## src/rtl/lb_uart_rx_host_ctrl_if.sv

```systemverilog
// PicoBlaze I/O-port bus between the processor and the UART receive host controller.
interface lb_uart_rx_host_ctrl_if;
    logic [7:0] port_id;
    logic       write_strobe;
    logic       read_strobe;
    logic [7:0] out_port;
    logic [7:0] in_port;

    modport master (
        output port_id, write_strobe, read_strobe, out_port,
        input  in_port
    );

    modport slave (
        input  port_id, write_strobe, read_strobe, out_port,
        output in_port
    );
endinterface

```

## src/rtl/lb_uart_rx_host_ctrl.sv

```systemverilog
// UART receiver host controller: config registers, frame capture with parity/stop
// checking, and a small receive FIFO drained over the PicoBlaze I/O ports.
module lb_uart_rx_host_ctrl #(
    parameter logic [7:0]  BASE_ADDR    = 8'h10,
    parameter int          FIFO_DEPTH   = 4,
    parameter logic [19:0] PRESCALE_RST = 20'd325
) (
    input  logic                        clk,
    input  logic                        reset,
    lb_uart_rx_host_ctrl_if.slave       bus,
    input  logic                        rx_done,
    input  logic [10:0]                 rx_frame,
    output logic                        cs,
    output logic                        bit8,
    output logic                        parity_en,
    output logic [19:0]                 baud_prescale,
    output logic                        irq
);
    localparam int PTR_W = $clog2(FIFO_DEPTH);
    localparam int CNT_W = $clog2(FIFO_DEPTH) + 1;
    localparam logic [PTR_W-1:0] PTR_ONE  = PTR_W'(1);
    localparam logic [CNT_W-1:0] CNT_ONE  = CNT_W'(1);
    localparam logic [CNT_W-1:0] CNT_ZERO = CNT_W'(0);
    localparam logic [CNT_W-1:0] CNT_FULL = CNT_W'(FIFO_DEPTH);

    localparam logic [7:0] ADDR_CTRL   = BASE_ADDR + 8'd0;
    localparam logic [7:0] ADDR_PRE0   = BASE_ADDR + 8'd1;
    localparam logic [7:0] ADDR_PRE1   = BASE_ADDR + 8'd2;
    localparam logic [7:0] ADDR_PRE2   = BASE_ADDR + 8'd3;
    localparam logic [7:0] ADDR_STATUS = BASE_ADDR + 8'd4;
    localparam logic [7:0] ADDR_DATA   = BASE_ADDR + 8'd5;

    // Parity over the (already bit8-masked) data field, inverted for odd parity.
    function automatic logic frame_parity(input logic [8:0] data, input logic odd);
        frame_parity = (^data) ^ odd;
    endfunction

    logic             en_r, bit8_r, par_en_r, odd_r, irq_en_r;
    logic [19:0]      prescale_r;
    logic [10:0]      fifo_mem_r [FIFO_DEPTH];
    logic [PTR_W-1:0] wr_ptr_r, rd_ptr_r;
    logic [CNT_W-1:0] count_r, count_nxt_s;
    logic             ovr_r, ovr_nxt_s, irq_r, irq_nxt_s, irq_en_nxt_s;
    logic [7:0]       in_port_r, rdata_s;
    logic             wr_ctrl_s, wr_pre0_s, wr_pre1_s, wr_pre2_s, wr_status_s;
    logic             empty_s, full_s, pop_s, push_req_s, push_s, drop_s;
    logic [8:0]       data9_s;
    logic [10:0]      entry_s, head_s;

    // Bus decode, FIFO next-state and interrupt next-state.
    always_comb begin
        wr_ctrl_s   = bus.write_strobe && (bus.port_id == ADDR_CTRL);
        wr_pre0_s   = bus.write_strobe && (bus.port_id == ADDR_PRE0);
        wr_pre1_s   = bus.write_strobe && (bus.port_id == ADDR_PRE1);
        wr_pre2_s   = bus.write_strobe && (bus.port_id == ADDR_PRE2);
        wr_status_s = bus.write_strobe && (bus.port_id == ADDR_STATUS);

        empty_s    = (count_r == CNT_ZERO);
        full_s     = (count_r == CNT_FULL);
        pop_s      = bus.read_strobe && (bus.port_id == ADDR_DATA) && !empty_s;
        push_req_s = rx_done && en_r;
        // A pop in the same cycle makes room, so a full FIFO still accepts the frame.
        push_s     = push_req_s && (!full_s || pop_s);
        drop_s     = push_req_s && full_s && !pop_s;

        data9_s = {bit8_r & rx_frame[8], rx_frame[7:0]};
        entry_s = {~rx_frame[10],
                   par_en_r & (frame_parity(data9_s, odd_r) != rx_frame[9]),
                   data9_s};

        case ({push_s, pop_s})
            2'b10:   count_nxt_s = count_r + CNT_ONE;
            2'b01:   count_nxt_s = count_r - CNT_ONE;
            default: count_nxt_s = count_r;
        endcase

        if (drop_s) begin
            ovr_nxt_s = 1'b1;
        end else if (wr_status_s && bus.out_port[2]) begin
            ovr_nxt_s = 1'b0;
        end else begin
            ovr_nxt_s = ovr_r;
        end

        if (wr_ctrl_s) begin
            irq_en_nxt_s = bus.out_port[4];
        end else begin
            irq_en_nxt_s = irq_en_r;
        end
        irq_nxt_s = irq_en_nxt_s && ((count_nxt_s != CNT_ZERO) || ovr_nxt_s);
    end

    // Read mux; head fields read as zero while the FIFO is empty.
    always_comb begin
        if (empty_s) begin
            head_s = 11'h000;
        end else begin
            head_s = fifo_mem_r[rd_ptr_r];
        end
        case (bus.port_id)
            ADDR_CTRL:   rdata_s = {3'b000, irq_en_r, odd_r, par_en_r, bit8_r, en_r};
            ADDR_PRE0:   rdata_s = prescale_r[7:0];
            ADDR_PRE1:   rdata_s = prescale_r[15:8];
            ADDR_PRE2:   rdata_s = {4'b0000, prescale_r[19:16]};
            ADDR_STATUS: rdata_s = {2'b00, head_s[8], head_s[10], head_s[9], ovr_r, full_s, empty_s};
            ADDR_DATA:   rdata_s = head_s[7:0];
            default:     rdata_s = 8'h00;
        endcase
    end

    // Configuration registers; format and prescale are locked while enabled.
    always_ff @(posedge clk) begin
        if (!reset) begin
            en_r       <= 1'b0;
            bit8_r     <= 1'b0;
            par_en_r   <= 1'b0;
            odd_r      <= 1'b0;
            irq_en_r   <= 1'b0;
            prescale_r <= PRESCALE_RST;
        end else begin
            if (wr_ctrl_s) begin
                en_r     <= bus.out_port[0];
                irq_en_r <= bus.out_port[4];
                if (!en_r) begin
                    bit8_r   <= bus.out_port[1];
                    par_en_r <= bus.out_port[2];
                    odd_r    <= bus.out_port[3];
                end
            end
            if (!en_r) begin
                if (wr_pre0_s) prescale_r[7:0]   <= bus.out_port;
                if (wr_pre1_s) prescale_r[15:8]  <= bus.out_port;
                if (wr_pre2_s) prescale_r[19:16] <= bus.out_port[3:0];
            end
        end
    end

    // FIFO pointers, count, sticky overrun, irq and registered read data.
    always_ff @(posedge clk) begin
        if (!reset) begin
            wr_ptr_r  <= '0;
            rd_ptr_r  <= '0;
            count_r   <= CNT_ZERO;
            ovr_r     <= 1'b0;
            irq_r     <= 1'b0;
            in_port_r <= 8'h00;
        end else begin
            if (push_s) wr_ptr_r <= wr_ptr_r + PTR_ONE;
            if (pop_s)  rd_ptr_r <= rd_ptr_r + PTR_ONE;
            count_r   <= count_nxt_s;
            ovr_r     <= ovr_nxt_s;
            irq_r     <= irq_nxt_s;
            in_port_r <= rdata_s;
        end
    end

    // FIFO storage; contents are don't-care until counted in.
    always_ff @(posedge clk) begin
        if (push_s) begin
            fifo_mem_r[wr_ptr_r] <= entry_s;
        end
    end

    assign bus.in_port    = in_port_r;
    assign cs             = en_r;
    assign bit8           = bit8_r;
    assign parity_en      = par_en_r;
    assign baud_prescale  = prescale_r;
    assign irq            = irq_r;
endmodule

```

## src/flat_wrapper.sv

```systemverilog
// flat-port wrapper written by rule: the top's interface ports become plain ports
module lb_uart_rx_host_ctrl_flat 
#(
    parameter logic [7:0]  BASE_ADDR    = 8'h10,
    parameter int          FIFO_DEPTH   = 4,
    parameter logic [19:0] PRESCALE_RST = 20'd325
)
  (clk, reset, rx_done, rx_frame, cs, bit8, parity_en, baud_prescale, irq, bus_port_id, bus_write_strobe, bus_read_strobe, bus_out_port, bus_in_port);
  lb_uart_rx_host_ctrl_if bus_i ();
  input  logic clk;
  input  logic reset;
  input  logic rx_done;
  input  logic [10:0] rx_frame;
  output logic cs;
  output logic bit8;
  output logic parity_en;
  output logic [19:0] baud_prescale;
  output logic irq;
  input wire logic [$bits(bus_i.port_id)-1:0] bus_port_id;
  input wire logic [$bits(bus_i.write_strobe)-1:0] bus_write_strobe;
  input wire logic [$bits(bus_i.read_strobe)-1:0] bus_read_strobe;
  input wire logic [$bits(bus_i.out_port)-1:0] bus_out_port;
  output wire logic [$bits(bus_i.in_port)-1:0] bus_in_port;
  assign bus_i.port_id = bus_port_id;
  assign bus_i.write_strobe = bus_write_strobe;
  assign bus_i.read_strobe = bus_read_strobe;
  assign bus_i.out_port = bus_out_port;
  assign bus_in_port = bus_i.in_port;
  lb_uart_rx_host_ctrl #(.BASE_ADDR(BASE_ADDR), .FIFO_DEPTH(FIFO_DEPTH), .PRESCALE_RST(PRESCALE_RST)) u_core (.clk(clk), .reset(reset), .bus(bus_i), .rx_done(rx_done), .rx_frame(rx_frame), .cs(cs), .bit8(bit8), .parity_en(parity_en), .baud_prescale(baud_prescale), .irq(irq));
endmodule
```

## config.mk

```make
export PLATFORM = sky130hd
export DESIGN_NAME = lb_uart_rx_host_ctrl_flat
export DESIGN_NICKNAME = d
export VERILOG_FILES = /design/src/rtl/lb_uart_rx_host_ctrl_if.sv /design/src/rtl/lb_uart_rx_host_ctrl.sv /design/src/flat_wrapper.sv
export SDC_FILE = /design/constraint.sdc
export NUM_CORES = 1
export LEC_CHECK = 0
export BUFFER_PORTS_ARGS = -buffer_cell sky130_fd_sc_hd__buf_2
export CAP_MARGIN = 20
export CORE_MARGIN = 2
export CORE_UTILIZATION = 30
export CTS_BUF_LIST = sky130_fd_sc_hd__clkbuf_8
export DETAILED_ROUTE_END_ITERATION = 12
export MAX_ROUTING_LAYER = met4
export SYNTH_ARGS = -nofsm -noshare
export SYNTH_HDL_FRONTEND = slang
export SYNTH_SLANG_ARGS = --single-unit
```

## constraint.sdc

```tcl
create_clock -name clk -period 3.56 [get_ports clk]
set_input_delay 1.068 -clock clk [delete_from_list [all_inputs] [get_ports clk]]
set_output_delay 1.068 -clock clk [all_outputs]
set_load 0.02 [all_outputs]
```

==> flow_metrics.py, run 1 <==
metrics = {
    "routing": {
        "wire_per_inst_um": 17.1,
        "route.antenna.remaining_nets": 0,
        "drt_initial_violations": 137,
        "drc": 0,
        "wl_um": 9460,
        "ratio_of_routed_vias_to_standard_cells": 4.74,
        "drt_first_pass_iters": 4,
        "route.vias.total": 2628,
    },
    "synth": {
        "synth_seq_cells": 88,
        "synth_top_family_by_area": "multiplexers",
        "postSynth.topFlopCell": "sky130_fd_sc_hd__edfxtp_1",
        "synth_compound_gate_area_share_pct": 6.30,
        "post_synth_inst_count": 301,
        "yosys.area_share.xor_xnor_pct": 3.04,
        "seq_area_frac_synth_pct": 56.3,
        "yosys.area_share.simple_pct": 14.2,
        "synth_nets": 339,
        "yosys_warnings": 0,
        "synth_edf_count": 44,
        "synthesis.area_per_instance_sq_um": 13.0,
        "ys_types": 53,
        "muxShareOfSynthArea_pct": 15.5,
        "synth_adder_area_share_pct": 2.11,
        "post_synth_instance_area_sq_um": 3910,
        "asyncSetResetFlopFracSynth_pct": 0,
    },
    "sta": {
        "max_freq_mhz": 300,
        "setup_viol_count_final": 0,
        "slew_viol_final": 0,
        "timing.final.crit_share_pct": 93.5,
        "worstMarginPinSlew_ns": 0.760,
        "time_the_final_worst_path_needs_with_i_o_delays_and_setup_ns": 3.33,
        "post-route-worst-setup-slack_ns": 0.232,
        "setup_total_negative_slack_ns": 0,
        "relSlewSlack_pct": 49.3,
        "report.final.hold_viol_count": 0,
        "unrepaired_setup_endpoints_after_global_routing": "no",
        "clock_skew_ns": 0.0109,
    },
    "floorplanning": {
        "initial_utilization_pct": 30.9,
        "core_region_area_sq_um": 12700,
        "std_cell_rows": 41,
        "die_area_sq_um": 14000,
        "dieWidth_um": 118,
        "io-pin-count": 64,
        "die_h_um": 118,
    },
    "cts": {
        "htree_num_levels": 3,
        "tritoncts": "built",
        "clock_sink_count": 88,
        "insertion_delay_of_the_later_clocked_pin_in_the_worst_skew_pair_ns": 0.36,
        "post-cts-setup-buffers": 0,
        "numCtsBuffers": 9,
        "cts.repair.resized": 0,
        "clockBufferDepth": 2,
        "cts-root-buf": "sky130_fd_sc_hd__clkbuf_8",
        "cts.clk_slew.worst_paths_ns": 0.08,
        "cts_hold_buffers": 0,
    },
    "place": {
        "pre_cts_slack_ns": -0.157,
        "hpwlAfterDp_um": 6920,
        "placement.io_buffers": 63,
        "finalWeightedCongestion": 0.828,
        "post_dp_cell_area_sq_um": 4510,
    },
    "finish": {
        "final_cell_area_sq_um": 4690,
        "layout.cells.most_common_list": "sky130_fd_sc_hd__buf_2 (63), sky130_fd_sc_hd__dfxtp_1 (44), sky130_fd_sc_hd__edfxtp_1 (44)",
        "fin_util_pct": 37.0,
        "area_growth_pct": 19.8,
        "mostFrequentLayoutCell": "sky130_fd_sc_hd__buf_2",
        "drive_above_1_share_pct": 31.9,
        "final.fill_count": 1247,
        "diodes": 0,
        "num-nets-final": 416,
    },
    "power_and_ir_drop": {
        "power_density_nw_per_um2": 389,
        "p_leak_nw": 1.80,
        "vdd_ir_drop_max_mv": 0.138,
    },
    "grt": {
        "grt_start_max_net_pins": 21,
        "grtUsageTotal_pct": 14.6,
        "grt_antenna_before_repair": 0,
        "grt_first_pass_wirelength_um": 15100,
        "overflow_left_after_global_routing": 0,
        "first_global_vias": 2689,
    },
    "setup_path": {
        "critPathMaxFanout": 3,
        "timing_worst_setup_path_type": "in -> reg",
        "critPathLaunchType": "input port",
        "worstPathRequired_ns": 3.81,
        "critPathCaptureType": "flop",
        "arrival_ns": 3.57,
        "reg2reg_slack_ns": 0.82,
    },
    "flow_run": {
        "timing.max_cap.violations": 0,
    },
    "status": {
        "status": "finished clean",
    },
    "worst_hold_path": {
        "hold_class": "reg -> reg",
    },
}
==> sequential cells by signal (all words and copies together), names as in the netlist, 2 cells and up, named ones only <==
| signal | cells |
|---|---|
| u_core.count_r | 3 |
| u_core.rd_ptr_r | 2 |
| u_core.bus.in_port | 8 |
| u_core.wr_ptr_r | 2 |
| u_core.fifo_mem_r | 44 |
| u_core.baud_prescale | 20 |
==> synthesized netlist by cell type, types with 4 or more instances <==
cell / number / area share, %
sky130_fd_sc_hd__clkbuf_1: 7 / 0.67
sky130_fd_sc_hd__nand2_1: 42 / 4.0
sky130_fd_sc_hd__buf_2: 5 / 0.64
sky130_fd_sc_hd__edfxtp_1: 44 / 34
sky130_fd_sc_hd__ha_1: 5 / 1.6
sky130_fd_sc_hd__mux2i_1: 27 / 6.9
sky130_fd_sc_hd__dfxtp_1: 44 / 23
sky130_fd_sc_hd__nor2_1: 11 / 1.1
sky130_fd_sc_hd__nand3_1: 4 / 0.51
sky130_fd_sc_hd__a21oi_1: 10 / 1.3
sky130_fd_sc_hd__xnor2_1: 9 / 2.0
sky130_fd_sc_hd__a22oi_1: 6 / 1.2
sky130_fd_sc_hd__and2_1: 7 / 1.1
sky130_fd_sc_hd__a22o_1: 4 / 0.90
sky130_fd_sc_hd__mux4_2: 14 / 8.1
sky130_fd_sc_hd__inv_1: 10 / 0.96
==> critical path, stage by stage <==
cell and delay, ns:
sky130_fd_sc_hd__buf_2 0.10, sky130_fd_sc_hd__or2_4 0.25, sky130_fd_sc_hd__or4_4 0.55, sky130_fd_sc_hd__a21oi_4 0.17
sky130_fd_sc_hd__inv_1 0.06, sky130_fd_sc_hd__ha_1 0.22, sky130_fd_sc_hd__fa_1 0.38, sky130_fd_sc_hd__xnor2_1 0.30
sky130_fd_sc_hd__xnor2_1 0.11, sky130_fd_sc_hd__o41ai_1 0.27, sky130_fd_sc_hd__a21boi_1 0.10
==> kinds of logic after synthesis <==
logic type / Yosys count
XOR/XNOR: 12
adder cells (fa/ha/maj): 6
AO/OA/AOI/OAI: 34
flip-flops: 88
multiplexers: 43
AND/OR/NAND/NOR: 94
buffers and inverters: 24
==> path summary, 6_finish.rpt <==
check,start,to,cells past startpoint
hold / removal,u_core.baud_prescale[4]$_SDFFE_PN0P_,u_core.baud_prescale[4]$_SDFFE_PN0P_,2
setup / recovery,bus_port_id[7],u_core.irq$_SDFF_PN0_,11
setup reg to reg,u_core.count_r[0]$_SDFF_PN0_,u_core.irq$_SDFF_PN0_,9
hold reg to reg,u_core.baud_prescale[4]$_SDFFE_PN0P_,u_core.baud_prescale[4]$_SDFFE_PN0P_,2
==> layout make-up <==
| cell class | count | area [sq um] | share of cell area (%) |
|---|---|---|---|
| inverter | 10 | 37.5 | 0.801 |
| sequential | 88 | 2200 | 47.0 |
| timing repair buffer | 80 | 443 | 9.45 |
| clock buffer | 9 | 124 | 2.64 |
| multi-input combinational | 189 | 1610 | 34.4 |
| tap | 172 | 215 | 4.59 |
| clock inverter | 6 | 55.1 | 1.17 |
==> per-stage QoR <==
step | power [mW] | hold WS (ns) | instances
after floorplan | 1.14 | 0.449 | 301
after global placement | 1.19 | 0.463 | 539
after detailed placement | 1.19 | 0.468 | 539
after CTS | 1.84 | 0.480 | 554
after global routing | 1.89 | 0.499 | 554
final | 1.82 | 0.477 | 554
==> layer usage <==
layer | GRT usage, % | vias to the layer above | part of all wire (%)
li1 | - | 1262 | -
met1 | 18.8 | 1268 | 45
met2 | 22.3 | 85 | 48
met3 | 4.10 | 13 | 5.8
met4 | 4.44 | 0 | 1.4
met5 | - | - | 0
==> power breakdown <==
group	switching, mW	internal, mW	total, mW
clock	0.342	0.313	0.655
sequential	0.000405	1.06	1.06
combinational	0.0591	0.0486	0.108
(Power assumes the default switching activity.)
==> run 2, diff against run 1 <==
--- a/config.mk
+++ b/config.mk
@@ -5,6 +5,7 @@
 export SDC_FILE = /design/constraint.sdc
 export NUM_CORES = 1
 export LEC_CHECK = 0
+export ABC_AREA = 1
 export BUFFER_PORTS_ARGS = -buffer_cell sky130_fd_sc_hd__buf_2
 export CAP_MARGIN = 20
 export CORE_MARGIN = 2
==> flow_metrics.py, run 2 <==
metrics = {
    "status": {
        "status": "finished clean",
    },
    "synth": {
        "post_synth_inst_count": 490,
        "synth_top_cells_by_count": "sky130_fd_sc_hd__nand2_1 (113), sky130_fd_sc_hd__inv_1 (74), sky130_fd_sc_hd__nor2_1 (51)",
        "asyncSetResetFlopFracSynth_pct": 0,
        "synth_seq_cells": 88,
        "seq_area_frac_synth_pct": 54.1,
        "post_synth_instance_area_sq_um": 4070,
        "yosys_warnings": 0,
        "synth_top_cells_by_area": "sky130_fd_sc_hd__edfxtp_1 (32%), sky130_fd_sc_hd__dfxtp_1 (22%), sky130_fd_sc_hd__nand2_1 (10%)",
        "ys_types": 36,
        "synthesis.area_per_instance_sq_um": 8.31,
        "most_common_cell_in_the_netlist": "sky130_fd_sc_hd__nand2_1",
        "postSynth.topFlopCell": "sky130_fd_sc_hd__edfxtp_1",
        "synth_top_cell_area_share_pct": 32.5,
        "synth_nets": 528,
        "synth_edf_count": 44,
        "netlist.top_cell.by_area": "sky130_fd_sc_hd__edfxtp_1",
    },
    "setup_path": {
        "crit_buf_inv": 3,
        "critical_path.slowest_cell": "sky130_fd_sc_hd__fa_1",
        "path_cells": "buf_2 > inv_1 > nor2_1 > nand4_1 > nand2_1 > nand2_1 > ha_1 > fa_1 > or2_2 > nand4_1 > nand2_1 > nor2_1 > nand3_1 > nand2_1 > inv_1",
        "critPathLaunchType": "input port",
        "crit_path_leading_delay_family": "simple AND/OR/NAND/NOR gates",
        "critPathCaptureType": "flop",
        "timing_worst_setup_path_type": "in -> reg",
        "critical-path-max-stage-delay_ns": 0.39,
        "worstPathRequired_ns": 3.83,
        "arrival_ns": 3.34,
        "critical_path.most_common_cell": "sky130_fd_sc_hd__nand2_1",
        "critPathMaxFanout": 5,
    },
    "cts": {
        "cts-root-buf": "sky130_fd_sc_hd__clkbuf_8",
        "post-cts-setup-buffers": 0,
        "htree_num_levels": 3,
        "insertion_delay_of_the_later_clocked_pin_in_the_worst_skew_pair_ns": 0.37,
        "clock_sink_count": 88,
        "cts.clk_slew.worst_paths_ns": 0.08,
        "cts.repair.resized": 0,
        "tritoncts": "built",
        "numCtsBuffers": 9,
        "clockBufferDepth": 2,
        "cts_hold_buffers": 0,
    },
    "routing": {
        "ratio_of_routed_vias_to_standard_cells": 4.52,
        "drt_first_pass_iters": 4,
        "drt_initial_violations": 263,
        "route.vias.total": 3343,
        "wl_um": 9920,
        "route.antenna.remaining_nets": 0,
        "drc": 0,
        "wire_per_inst_um": 13.4,
    },
    "sta": {
        "time_the_final_worst_path_needs_with_i_o_delays_and_setup_ns": 3.07,
        "clock_skew_ns": 0.00751,
        "setup_viol_count_final": 0,
        "timing.final.crit_share_pct": 86.2,
        "slew_viol_final": 0,
        "max_freq_mhz": 326,
        "report.final.hold_viol_count": 0,
        "setup_total_negative_slack_ns": 0,
        "worstMarginPinSlew_ns": 0.645,
        "relSlewSlack_pct": 57.0,
        "unrepaired_setup_endpoints_after_global_routing": "no",
    },
    "finish": {
        "area_growth_pct": 18.8,
        "multiInputGateArea_sq_um": 1510,
        "layout.area.seq_sq_um": 2200,
        "final-instance-count-excl-fill": 740,
        "mostFrequentLayoutCell": "sky130_fd_sc_hd__nand2_1",
        "final.fill_count": 1347,
        "num-nets-final": 597,
        "register_containing_the_most_flip_flops_in_the_final_layout": "u_core.fifo_mem_r",
        "drive_above_1_share_pct": 18.3,
        "diodes": 0,
        "layout.cells.most_common_list": "sky130_fd_sc_hd__nand2_1 (113), sky130_fd_sc_hd__inv_1 (77), sky130_fd_sc_hd__buf_2 (63)",
        "largest_reg_flops": 44,
    },
    "power_and_ir_drop": {
        "p_leak_nw": 2.14,
        "vdd_ir_drop_max_mv": 0.155,
        "totalPowerFinal_mw": 1.96,
        "power_density_nw_per_um2": 406,
    },
    "floorplanning": {
        "die_h_um": 120,
        "die_area_sq_um": 14500,
        "dieWidth_um": 120,
        "io-pin-count": 64,
        "core_region_area_sq_um": 13200,
        "initial_utilization_pct": 30.7,
        "std_cell_rows": 42,
    },
    "grt": {
        "globalRouteMet3Util_pct": 3.11,
        "grt_most_used_layer": "met2",
        "grt_start_max_net_pins": 25,
        "globalRouteMet2Util_pct": 21.9,
        "grt_antenna_before_repair": 0,
        "grtUsageTotal_pct": 14.1,
        "globalRouteMet1Util_pct": 17.8,
        "overflow_left_after_global_routing": 0,
        "grt_first_pass_wirelength_um": 15400,
        "first_global_vias": 3116,
    },
    "place": {
        "post-place-cells": 724,
        "finalWeightedCongestion": 0.784,
        "hpwlAfterDp_um": 7270,
        "placement.io_buffers": 63,
    },
    "flow_run": {
        "timing.max_cap.violations": 0,
    },
    "worst_hold_path": {
        "hold_class": "reg -> reg",
    },
}
==> run 2: worst reg2reg max path, stage by stage, from the launching register on <==
cell	delay (ns)
sky130_fd_sc_hd__dfxtp_1	0.41
sky130_fd_sc_hd__inv_1	0.08
sky130_fd_sc_hd__nand3_1	0.08
sky130_fd_sc_hd__inv_1	0.08
sky130_fd_sc_hd__nand2_1	0.15
sky130_fd_sc_hd__nand2_1	0.15
sky130_fd_sc_hd__ha_1	0.27
sky130_fd_sc_hd__fa_1	0.39
sky130_fd_sc_hd__or2_2	0.32
sky130_fd_sc_hd__nand4_1	0.10
sky130_fd_sc_hd__nand2_1	0.06
sky130_fd_sc_hd__nor2_1	0.08
sky130_fd_sc_hd__nand3_1	0.07
sky130_fd_sc_hd__nand2_1	0.06
sky130_fd_sc_hd__inv_1	0.03
==> run 2: logic make-up after synthesis <==
family | count (synthesis) | synth area share, %
and+or+nand+nor | 234 | 25.1
buffers and inverters | 91 | 8.85
DFF | 88 | 54.1
AOI/OAI and AO/OA | 66 | 8.85
adders and majority gates | 6 | 2.03
xor gates and xnor gates | 5 | 1.08
==> run 2: per-layer routing <==
metal | part of all wire, % | vias up
met2 | 46 | 67
met3 | 4.5 | 19
met1 | 47 | 1547
met5 | 0 | -
li1 | - | 1710
met4 | 3.0 | 0
==> run 2: final timing paths <==
| path | endpoint | slack (ns) | depth (start not counted) | start |
|---|---|---|---|---|
| setup / recovery | u_core.irq$_SDFF_PN0_ | 0.49 | 15 | bus_port_id[0] |
| hold / removal | u_core.baud_prescale[16]$_SDFFE_PN0P_ | 0.48 | 2 | u_core.baud_prescale[16]$_SDFFE_PN0P_ |
| setup reg to reg | u_core.irq$_SDFF_PN0_ | 1.13 | 14 | u_core.count_r[0]$_SDFF_PN0_ |
| hold reg to reg | u_core.baud_prescale[16]$_SDFFE_PN0P_ | 0.48 | 2 | u_core.baud_prescale[16]$_SDFFE_PN0P_ |
==> run 2: final cells by class <==
class / instances / area share [%]
Sequential cell: 88 / 45.5
Multi-Input combinational cell: 311 / 31.2
Timing Repair Buffer: 70 / 7.60
Inverter: 79 / 6.18
Tap cell: 176 / 4.55
Clock buffer: 10 / 2.85
Clock inverter: 6 / 2.10
==> run 2: metrics by stage <==
step           util, %  instance area (sq um)  setup slack, ns  hold WS (ns)
2_1_floorplan        -                   4070            0.456         0.457
3_3_place_gp      34.7                   4600            0.237         0.457
3_5_place_dp      34.7                   4600            0.127         0.461
4_1_cts           36.5                   4840            0.525         0.475
5_1_grt           36.5                   4840            0.256         0.492
6_report          36.5                   4840            0.491         0.477
==> run 2: power by group <==
group / switching (mW) / leakage, nW / internal, mW
clock network: 0.340 / 0.130 / 0.478
registers: 0.000577 / 0.762 / 1.06
logic: 0.0557 / 1.25 / 0.0278
total: 0.396 / 2.14 / 1.57
